===== src/rtl/dht11_sampler.sv =====
// dht11_sampler: single-wire DHT11 reader. Each rising edge of update runs one
// transaction (host start pulse, sensor handshake, 40 data bits, checksum) and
// latches the four data bytes only when the checksum matches. The block never
// drives the line high; it only asks the pad to pull low during the start pulse.

module dht11_sampler #(
   parameter int START_LOW_CYCLES  = 900_000,
   parameter int TIMEOUT_CYCLES    = 10_000,
   parameter int BIT_THRESH_CYCLES = 2_500
) (
   input  logic       clk50,
   input  logic       reset,
   input  logic       update,
   input  logic       dht_in,
   output logic       dht_drive_low,
   output logic [7:0] humidity_int,
   output logic [7:0] humidity_dec,
   output logic [7:0] temp_int,
   output logic [7:0] temp_dec,
   output logic       data_valid,
   output logic       checksum_err,
   output logic       timeout_err,
   output logic       busy
);

   localparam int CNT_MAX = (START_LOW_CYCLES > TIMEOUT_CYCLES) ? START_LOW_CYCLES : TIMEOUT_CYCLES;
   localparam int CW      = $clog2(CNT_MAX + 1);

   localparam logic [CW-1:0] START_LAST    = CW'(START_LOW_CYCLES - 1);
   localparam logic [CW-1:0] TIMEOUT_LIMIT = CW'(TIMEOUT_CYCLES);
   localparam logic [CW-1:0] BIT_THRESH    = CW'(BIT_THRESH_CYCLES);
   localparam logic [CW-1:0] CNT_ONE       = CW'(1);

   typedef enum logic [2:0] {
      IDLE,
      START_LOW,
      WAIT_ACK,
      ACK_LOW,
      ACK_HIGH,
      BIT_LOW,
      BIT_HIGH,
      CHECK
   } stateType;

   stateType state;
   stateType nextState;

   logic          dhtMeta;
   logic          dhtSync;
   logic          dhtPrev;
   logic          updReg;
   logic          updPrev;
   logic [CW-1:0] cycleCnt;
   logic [5:0]    bitIdx;
   logic [39:0]   shiftReg;

   logic       trigger;
   logic       lineRise;
   logic       lineFall;
   logic       timedOut;
   logic       bitValue;
   logic [7:0] frameSum;
   logic       frameOk;
   logic       startTxn;
   logic       shiftEn;
   logic       latchEn;
   logic       csFail;
   logic       toFail;

   assign trigger  = updReg & ~updPrev;
   assign lineRise = ~dhtPrev & dhtSync;
   assign lineFall = dhtPrev & ~dhtSync;
   assign timedOut = (cycleCnt >= TIMEOUT_LIMIT);
   assign bitValue = (cycleCnt > BIT_THRESH);
   assign frameSum = shiftReg[39:32] + shiftReg[31:24] + shiftReg[23:16] + shiftReg[15:8];
   assign frameOk  = (frameSum == shiftReg[7:0]);

   assign busy          = (state != IDLE);
   assign dht_drive_low = (state == START_LOW);

   // Bring the asynchronous sensor line and the update trigger into the clk50
   // domain, keeping one extra stage of each so edges can be detected.
   always_ff @(posedge clk50) begin
      if (reset) begin
         dhtMeta <= 1'b0;
         dhtSync <= 1'b0;
         dhtPrev <= 1'b0;
         updReg  <= 1'b0;
         updPrev <= 1'b0;
      end else begin
         dhtMeta <= dht_in;
         dhtSync <= dhtMeta;
         dhtPrev <= dhtSync;
         updReg  <= update;
         updPrev <= updReg;
      end
   end

   // Transaction state register; a synchronous reset drops straight back to
   // IDLE, which also releases the line on the following cycle.
   always_ff @(posedge clk50) begin
      if (reset) begin
         state <= IDLE;
      end else begin
         state <= nextState;
      end
   end

   // Sequencing of the transaction. Every wait state reacts to a line edge
   // first and only gives up when its time-in-state counter hits the limit.
   always_comb begin
      nextState = state;
      startTxn  = 1'b0;
      shiftEn   = 1'b0;
      latchEn   = 1'b0;
      csFail    = 1'b0;
      toFail    = 1'b0;
      case (state)
         IDLE: begin
            if (trigger) begin
               nextState = START_LOW;
               startTxn  = 1'b1;
            end
         end
         START_LOW: begin
            if (cycleCnt == START_LAST) begin
               nextState = WAIT_ACK;
            end
         end
         WAIT_ACK: begin
            if (lineFall) begin
               nextState = ACK_LOW;
            end else if (timedOut) begin
               nextState = IDLE;
               toFail    = 1'b1;
            end
         end
         ACK_LOW: begin
            if (lineRise) begin
               nextState = ACK_HIGH;
            end else if (timedOut) begin
               nextState = IDLE;
               toFail    = 1'b1;
            end
         end
         ACK_HIGH: begin
            if (lineFall) begin
               nextState = BIT_LOW;
            end else if (timedOut) begin
               nextState = IDLE;
               toFail    = 1'b1;
            end
         end
         BIT_LOW: begin
            if (lineRise) begin
               nextState = BIT_HIGH;
            end else if (timedOut) begin
               nextState = IDLE;
               toFail    = 1'b1;
            end
         end
         BIT_HIGH: begin
            if (lineFall) begin
               shiftEn   = 1'b1;
               nextState = (bitIdx == 6'd39) ? CHECK : BIT_LOW;
            end else if (timedOut) begin
               nextState = IDLE;
               toFail    = 1'b1;
            end
         end
         CHECK: begin
            nextState = IDLE;
            if (frameOk) begin
               latchEn = 1'b1;
            end else begin
               csFail = 1'b1;
            end
         end
         default: begin
            nextState = IDLE;
         end
      endcase
   end

   // Time-in-state counter: restarts on every state change. It free-runs
   // during the start pulse and saturates at the timeout limit elsewhere, so
   // it doubles as the high-phase length for bit decisions without wrapping.
   always_ff @(posedge clk50) begin
      if (reset) begin
         cycleCnt <= '0;
      end else if (nextState != state) begin
         cycleCnt <= '0;
      end else if (state == START_LOW) begin
         cycleCnt <= cycleCnt + CNT_ONE;
      end else if (cycleCnt < TIMEOUT_LIMIT) begin
         cycleCnt <= cycleCnt + CNT_ONE;
      end
   end

   // Frame assembly: bits arrive MSB first, so the first byte received ends
   // up in the top byte of the shift register once all 40 are in.
   always_ff @(posedge clk50) begin
      if (reset) begin
         bitIdx   <= 6'd0;
         shiftReg <= 40'd0;
      end else if (startTxn) begin
         bitIdx   <= 6'd0;
         shiftReg <= 40'd0;
      end else if (shiftEn) begin
         bitIdx   <= bitIdx + 6'd1;
         shiftReg <= {shiftReg[38:0], bitValue};
      end
   end

   // Result registers: readings change only on a good checksum, and the
   // status flags describe the most recent finished transaction until the
   // next one is accepted. They all settle in the cycle busy drops.
   always_ff @(posedge clk50) begin
      if (reset) begin
         humidity_int <= 8'd0;
         humidity_dec <= 8'd0;
         temp_int     <= 8'd0;
         temp_dec     <= 8'd0;
         data_valid   <= 1'b0;
         checksum_err <= 1'b0;
         timeout_err  <= 1'b0;
      end else begin
         data_valid <= latchEn;
         if (latchEn) begin
            humidity_int <= shiftReg[39:32];
            humidity_dec <= shiftReg[31:24];
            temp_int     <= shiftReg[23:16];
            temp_dec     <= shiftReg[15:8];
         end
         if (startTxn) begin
            checksum_err <= 1'b0;
            timeout_err  <= 1'b0;
         end else begin
            if (csFail) begin
               checksum_err <= 1'b1;
            end
            if (toFail) begin
               timeout_err <= 1'b1;
            end
         end
      end
   end

endmodule

===== config.mk =====
export PLATFORM = sky130hd
export DESIGN_NAME = dht11_sampler
export DESIGN_NICKNAME = d
export VERILOG_FILES = /design/src/rtl/dht11_sampler.sv
export SDC_FILE = /design/constraint.sdc
export NUM_CORES = 1
export LEC_CHECK = 0
export CORE_MARGIN = 3
export CORE_UTILIZATION = 65
export CTS_BUF_LIST = sky130_fd_sc_hd__clkbuf_4
export DETAILED_ROUTE_END_ITERATION = 10
export PLACE_DENSITY = 0.95
export SETUP_SLACK_MARGIN = 0.05
export SYNTH_ARGS = -nofsm -noshare
export SYNTH_HDL_FRONTEND = slang
export SYNTH_SLANG_ARGS = --single-unit

===== constraint.sdc =====
create_clock -name clk50 -period 9.97 [get_ports clk50]
set_input_delay 1.994 -clock clk50 [delete_from_list [all_inputs] [get_ports clk50]]
set_output_delay 1.994 -clock clk50 [all_outputs]
set_load 0.02 [all_outputs]

==> results of run 1 <==
## critical path, cell delays in order, from the launching register on
cell and delay [ns]:
dfxtp_1 0.61, nor2_1 0.16, nand2_1 0.22, clkinv_1 0.50, clkdlybuf4s50_1 0.70
## area by class of cell
cell class | count | area [um^2]
inverter | 15 | 56.3
timing repair buffer | 46 | 445
fill | 541 | 2000
clock inverter | 7 | 57.6
tap | 102 | 128
multi-input combinational | 450 | 2830
clock buffer | 9 | 67.6
sequential | 109 | 2180
## synth_stat cells, drive strengths merged (13+ instances only)
cell type / instances / area [um^2]
clkbuf: 33 / 124
buf: 13 / 77.6
xnor2: 16 / 148
inv: 14 / 52.6
nand4: 38 / 238
fa: 14 / 280
dfxtp: 109 / 2180
xor2: 21 / 184
a21oi: 87 / 435
nor2: 40 / 150
o21ai: 44 / 228
nand2: 92 / 345
## sequential cells by signal, summed over array words and instances (netlist names), 3 cells and up
register      count
shiftReg         40
cycleCnt         20
humidity_dec      8
humidity_int      8
temp_dec          8
temp_int          8
bitIdx            6
state             3
## cells in the final DEF, fill, tap and decap left out, types with 5 or more instances in the layout
cell	synthesis	final
nand2_1	92	92
buf_4	0	6
nor2b_1	7	7
nand2b_1	6	6
o21ai_1	28	28
fa_1	14	14
clkbuf_4	0	9
nor2_1	40	39
o21ai_0	14	14
and3_1	8	8
o2111ai_1	10	10
nor3_1	5	5
dfxtp_1	109	109
a21oi_1	87	87
clkdlybuf4s50_1	0	40
xnor2_1	15	14
nand4_1	38	38
ha_1	10	10
nand3_1	6	6
inv_1	14	14
xor2_1	21	20
## metal layers
layer / GRT usage / share of wire
met1: 0.370 / 0.42
met4: 0.111 / 0.025
met3: 0.0625 / 0.073
met5: 0 / 0
met2: 0.438 / 0.48
## stage by stage
step	cells	instance area (um^2)	util	worst slack, ns
global placement	722	5640	0.726	5.88
CTS	738	5770	0.742	5.39
global route	738	5770	0.742	5.19
detailed placement	722	5640	0.726	5.71
floorplan	620	5250	-	6.52
finish	738	5770	0.742	5.33
## logic make-up (layout without fill, tap and decap cells)
logic type	count (synthesis)	count (layout)	synth area share
compound gates	166	166	0.185
flops	109	109	0.415
xor+xnor	39	39	0.0717
buf+inv	61	77	0.0491
simple gates	221	221	0.202
fa+ha+maj	24	24	0.0772
## power by group through the flow
stage	logic [mW]	registers [mW]	clock network (mW)
6_report	0.0234	0.441	0.206
5_1_grt	0.0259	0.441	0.224
4_1_cts	0.0232	0.441	0.209
3_5_place_dp	0.0230	0.450	0
3_3_place_gp	0.0222	0.450	0
2_1_floorplan	0.0176	0.449	0
## worst paths after layout
path | startpoint | endpoint | slack (ns) | cells after the start
min | dhtMeta | dhtSync | 0.46 | 1
max | state[2] | dht_drive_low | 5.33 | 4
max reg2reg | shiftReg[17] | humidity_int[1] | 5.60 | 11
min reg2reg | dhtMeta | dhtSync | 0.46 | 1
==> impl_metrics.py, run 1 <==
metrics = {
    "timing": {
        "maxSlewViolCount": 0,
        "period_needed_ns": 4.64,
        "finClkSkew_ns": 0.0165,
        "fin_crit_sh": 0.465,
        "worst_pin_slew_ns": 1.27,
        "rsz0062_at_grt": "no",
        "hold_viol_final": 0,
        "finalHoldWorstSlack_ns": 0.462,
        "fin_setup_tns_ns": 0,
        "clock.fmax_ghz": 0.216,
        "max_slew_margin": 0.149,
        "setup_viol": 0,
    },
    "worst_setup_path": {
        "worstPathRequired_ns": 7.98,
        "cp_max_fo": 17,
        "path_class": "flip-flop to output port",
        "cp.arrival_ns": 2.64,
        "critPathLaunchType": "flip-flop",
        "end_kind": "output port",
    },
    "clock_network": {
        "path_clk_slew_ns": 0.16,
        "htreeDepth": 3,
        "hold_buffers": 0,
        "postCtsSetupRepairBufs": 0,
        "clock-sinks": 109,
        "tritoncts": "yes",
        "cts-resized-gates": 0,
        "cts-root-buf": "clkbuf_4",
        "clkLatencyLatePin_ns": 0.47,
        "clockBufferDepth": 2,
        "cts_buffers": 9,
    },
    "global_route": {
        "grt_usage": 0.278,
        "grt_pass1_wl_um": 20000,
        "grt_start_max_net_pins": 49,
        "grt_pass1_vias": 4292,
        "grt-ovfl-total": 0,
        "antenna_found_initial": 0,
    },
    "routing": {
        "wl_per_cell_um": 16.4,
        "drt_iter0_markers": 420,
        "vias": 4618,
        "wl_um": 12100,
        "first_pass_iters": 6,
        "antenna_left": 0,
        "viasPerCell": 6.26,
        "remaining_drc_errors": 0,
    },
    "pwr": {
        "p_seq_frac": 0.658,
        "p_total_mw": 0.670,
        "cellLeakagePower_nw": 1.95,
        "pwr-share-clk": 0.307,
        "vdd_ir_drop_max_uv": 92.8,
        "p_sw_mw": 0.170,
        "p_comb_frac": 0.035,
        "p_sw_frac": 0.253,
        "power.density_nw_per_um2": 116,
        "p_int_mw": 0.501,
    },
    "yosys": {
        "ys.flop_type": "dfxtp_1",
        "yosysWarnings": 0,
        "yosys.cell_types.count": 52,
        "yosysSeqAreaShare": 0.415,
        "synth-seq-cells": 109,
        "synth_edf_count": 0,
        "synth_nets": 648,
        "post_synth.cell_area_avg_um2": 8.47,
        "synthArstFlopShare": 0,
        "syn_area_um2": 5250,
        "syn_inst": 620,
    },
    "final_layout": {
        "diodes": 0,
        "nNetsFinal": 659,
        "drive_above_1_share": 0.0597,
        "area.growth.synth_to_final_pct": 9.79,
    },
    "die": {
        "dieHeight_um": 95.9,
        "pin_count": 41,
        "design.core.area_um2": 7770,
        "die_w_um": 95.9,
        "initial_core_util": 0.676,
        "die-area_um2": 9200,
        "rows": 32,
    },
    "min_path": {
        "hold_path.class": "flip-flop to flip-flop",
    },
    "outcome": {
        "status": "complete, no violations",
    },
    "placed_design": {
        "gp_congestion": 0.932,
        "io_buffers": 40,
        "dpl.hpwl_um": 8240,
    },
    "flow_run": {
        "cap_violations": 0,
    },
}
Power figures use the tool's default switching activity.
==> run 2, diff against run 1 <==
--- a/config.mk
+++ b/config.mk
@@ -6,10 +6,10 @@
 export NUM_CORES = 1
 export LEC_CHECK = 0
 export CORE_MARGIN = 3
-export CORE_UTILIZATION = 65
+export CORE_UTILIZATION = 60
 export CTS_BUF_LIST = sky130_fd_sc_hd__clkbuf_4
 export DETAILED_ROUTE_END_ITERATION = 10
-export PLACE_DENSITY = 0.95
+export PLACE_DENSITY = 0.92
 export SETUP_SLACK_MARGIN = 0.05
 export SYNTH_ARGS = -nofsm -noshare
 export SYNTH_HDL_FRONTEND = slang
==> constraint.sdc (replaced) <==
create_clock -name clk50 -period 4.4 [get_ports clk50]
set_input_delay 0.88 -clock clk50 [delete_from_list [all_inputs] [get_ports clk50]]
set_output_delay 0.88 -clock clk50 [all_outputs]
set_load 0.02 [all_outputs]
==> run 2 against run 1 <==
Combinational power rose by 130%. Register-to-register slack got worse by 5.0 ns. Flip-flop and latch count did not move. Sequential share of layout area fell by 0.56 points. Final area rose by 1.5%. Sequential power rose by 130%. Clock power rose to 2.8 times the previous value. Setup slack got worse by 4.7 ns. Wire length fell by 1.6%. First-iteration DRC count fell by 31%. Critical path depth rose by 8. Worst hold slack improved by 0.0039 ns. Critical endpoint is now temp_dec[6].
==> impl_metrics.py, run 2 (synthesized netlist as in run 1, its figures left out) <==
metrics = {
    "pwr": {
        "p_total_mw": 1.62,
        "cellLeakagePower_nw": 2.00,
        "vdd_ir_drop_max_uv": 223,
        "power.density_nw_per_um2": 277,
    },
    "clock_network": {
        "clockBufferDepth": 2,
        "cts-resized-gates": 0,
        "path_clk_slew_ns": 0.19,
        "tritoncts": "yes",
        "hold_buffers": 0,
        "clock-sinks": 109,
        "cts-root-buf": "clkbuf_4",
        "htreeDepth": 3,
        "cts_buffers": 9,
        "postCtsSetupRepairBufs": 0,
        "clkLatencyLatePin_ns": 0.48,
    },
    "timing": {
        "worst_pin_slew_ns": 1.14,
        "fin_ws_ns": 0.598,
        "fin_setup_tns_ns": 0,
        "finClkSkew_ns": 0.0299,
        "max_slew_margin": 0.237,
        "period_needed_ns": 3.80,
        "clock.fmax_ghz": 0.263,
        "hold_viol_final": 0,
        "setup_viol": 0,
        "fin_crit_sh": 0.864,
        "finalHoldWorstSlack_ns": 0.466,
        "rsz0062_at_grt": "no",
        "maxSlewViolCount": 0,
    },
    "die": {
        "rows": 33,
        "design.core.area_um2": 8340,
        "dieHeight_um": 99.6,
        "pin_count": 41,
        "initial_core_util": 0.630,
        "die-area_um2": 9910,
        "die_w_um": 99.6,
    },
    "global_route": {
        "grt-ovfl-total": 0,
        "grt_start_max_net_pins": 49,
        "grt_usage": 0.247,
        "antenna_found_initial": 1,
        "grt_pass1_vias": 4312,
        "grt_pass1_wl_um": 20100,
    },
    "final_layout": {
        "reg.largest.list": "shiftReg: 40 flops, cycleCnt: 20 flops",
        "largest_reg_flops": 40,
        "finish.utilization": 0.702,
        "nNetsFinal": 662,
        "top_register": "shiftReg",
        "final_common_cell": "dfxtp_1",
        "area.growth.synth_to_final_pct": 11.4,
        "final_cell_mix": "109 x dfxtp_1, 92 x nand2_1, 87 x a21oi_1",
        "drive_above_1_share": 0.0642,
    },
    "worst_setup_path": {
        "max_stage_delay_ns": 0.53,
        "crit_top_cell": "fa_1",
        "crit_path_start": "shiftReg[25]",
        "cp_max_fo": 33,
        "worstPathRequired_ns": 4.82,
        "path_class": "flip-flop to flip-flop",
        "crit_buf_inv": 2,
        "crit_chain": "fa_1 > fa_1 > ha_1 > inv_1 > fa_1 > nand2b_1 > a211oi_1 > o21ai_0 > a211oi_4 > buf_4 > nand4_1 > a21oi_1",
        "critPathLaunchType": "flip-flop",
        "cp_top_family": "adder cells",
        "end_kind": "flip-flop",
        "reg2reg_from": "shiftReg[25]",
        "cpMaxStageDelayCell": "fa_1",
        "cp.arrival_ns": 4.22,
        "reg2reg_slack_ns": 0.60,
    },
    "routing": {
        "drt_iter0_markers": 289,
        "vias": 4596,
        "first_pass_iters": 5,
        "wl_um": 11900,
        "viasPerCell": 6.17,
        "remaining_drc_errors": 0,
        "wl_per_cell_um": 16.0,
        "antenna_left": 0,
    },
    "placed_design": {
        "dpl.hpwl_um": 8100,
        "gp_congestion": 0.932,
        "dp_worst_setup_slack_ns": 0.659,
        "io_buffers": 40,
    },
    "outcome": {
        "status": "complete, no violations",
    },
    "flow_run": {
        "cap_violations": 0,
    },
    "min_path": {
        "hold_path.class": "flip-flop to flip-flop",
        "hp-start": "dhtMeta",
    },
}
-- run 2: cell count changes in the layout (fill, tap and decap cells not counted), sizes merged --
cell and change:
inv +1, buf +3, bufinv +1, clkinvlp -2
diode +1
-- run 2: stage by stage --
step                instance area, um^2  cells
detailed placement                 5680    728
global route                       5850    745
finish                             5850    745
CTS                                5850    744
floorplan                          5250    620
global placement                   5680    728
-- run 2: path summary, 6_finish.rpt --
path         cells after the start     endpoint
min                              1      dhtSync
min reg2reg                      1      dhtSync
max reg2reg                     12  temp_dec[6]
max                             12  temp_dec[6]
-- run 2: worst reg2reg max path: cells and delay by family, from the launching register on --
family                   cells  cell delay (ns)
AND/OR/NAND/NOR              2             0.37
flip-flops                   1             0.45
AO/OA/AOI/OAI                4             0.98
adder cells (fa/ha/maj)      4             1.56
buffers and inverters        2             0.40
-- run 2: cell type report --
type | count | area (um^2)
multi-input combinational | 450 | 2830
fill | 625 | 2490
sequential | 109 | 2180
timing repair buffer | 49 | 480
tap | 105 | 131
clock inverter | 7 | 103
clock buffer | 9 | 67.6
inverter | 15 | 56.3
antenna | 1 | 2.50
-- run 2: power breakdown --
group | switching, mW | internal [mW] | leakage [nW]
Clock | 0.374 | 0.195 | 0.0905
Sequential | 0.00573 | 0.993 | 0.879
Combinational | 0.0367 | 0.0171 | 1.03
-- run 2: metal layers --
metal	up-vias	GRT usage	share of wire
met5	-	0	0
met4	0	0.0935	0.026
met3	39	0.0442	0.066
met2	216	0.402	0.49
met1	2151	0.328	0.42
li1	2190	-	-
==> run 3, diff against run 2 <==
--- a/config.mk
+++ b/config.mk
@@ -11,6 +11,7 @@
 export DETAILED_ROUTE_END_ITERATION = 10
 export PLACE_DENSITY = 0.92
 export SETUP_SLACK_MARGIN = 0.05
+export SKIP_CTS_REPAIR_TIMING = 1
 export SYNTH_ARGS = -nofsm -noshare
 export SYNTH_HDL_FRONTEND = slang
 export SYNTH_SLANG_ARGS = --single-unit
==> results of run 3 <==
Final layout, timing and power as in run 2 (identical DEF).
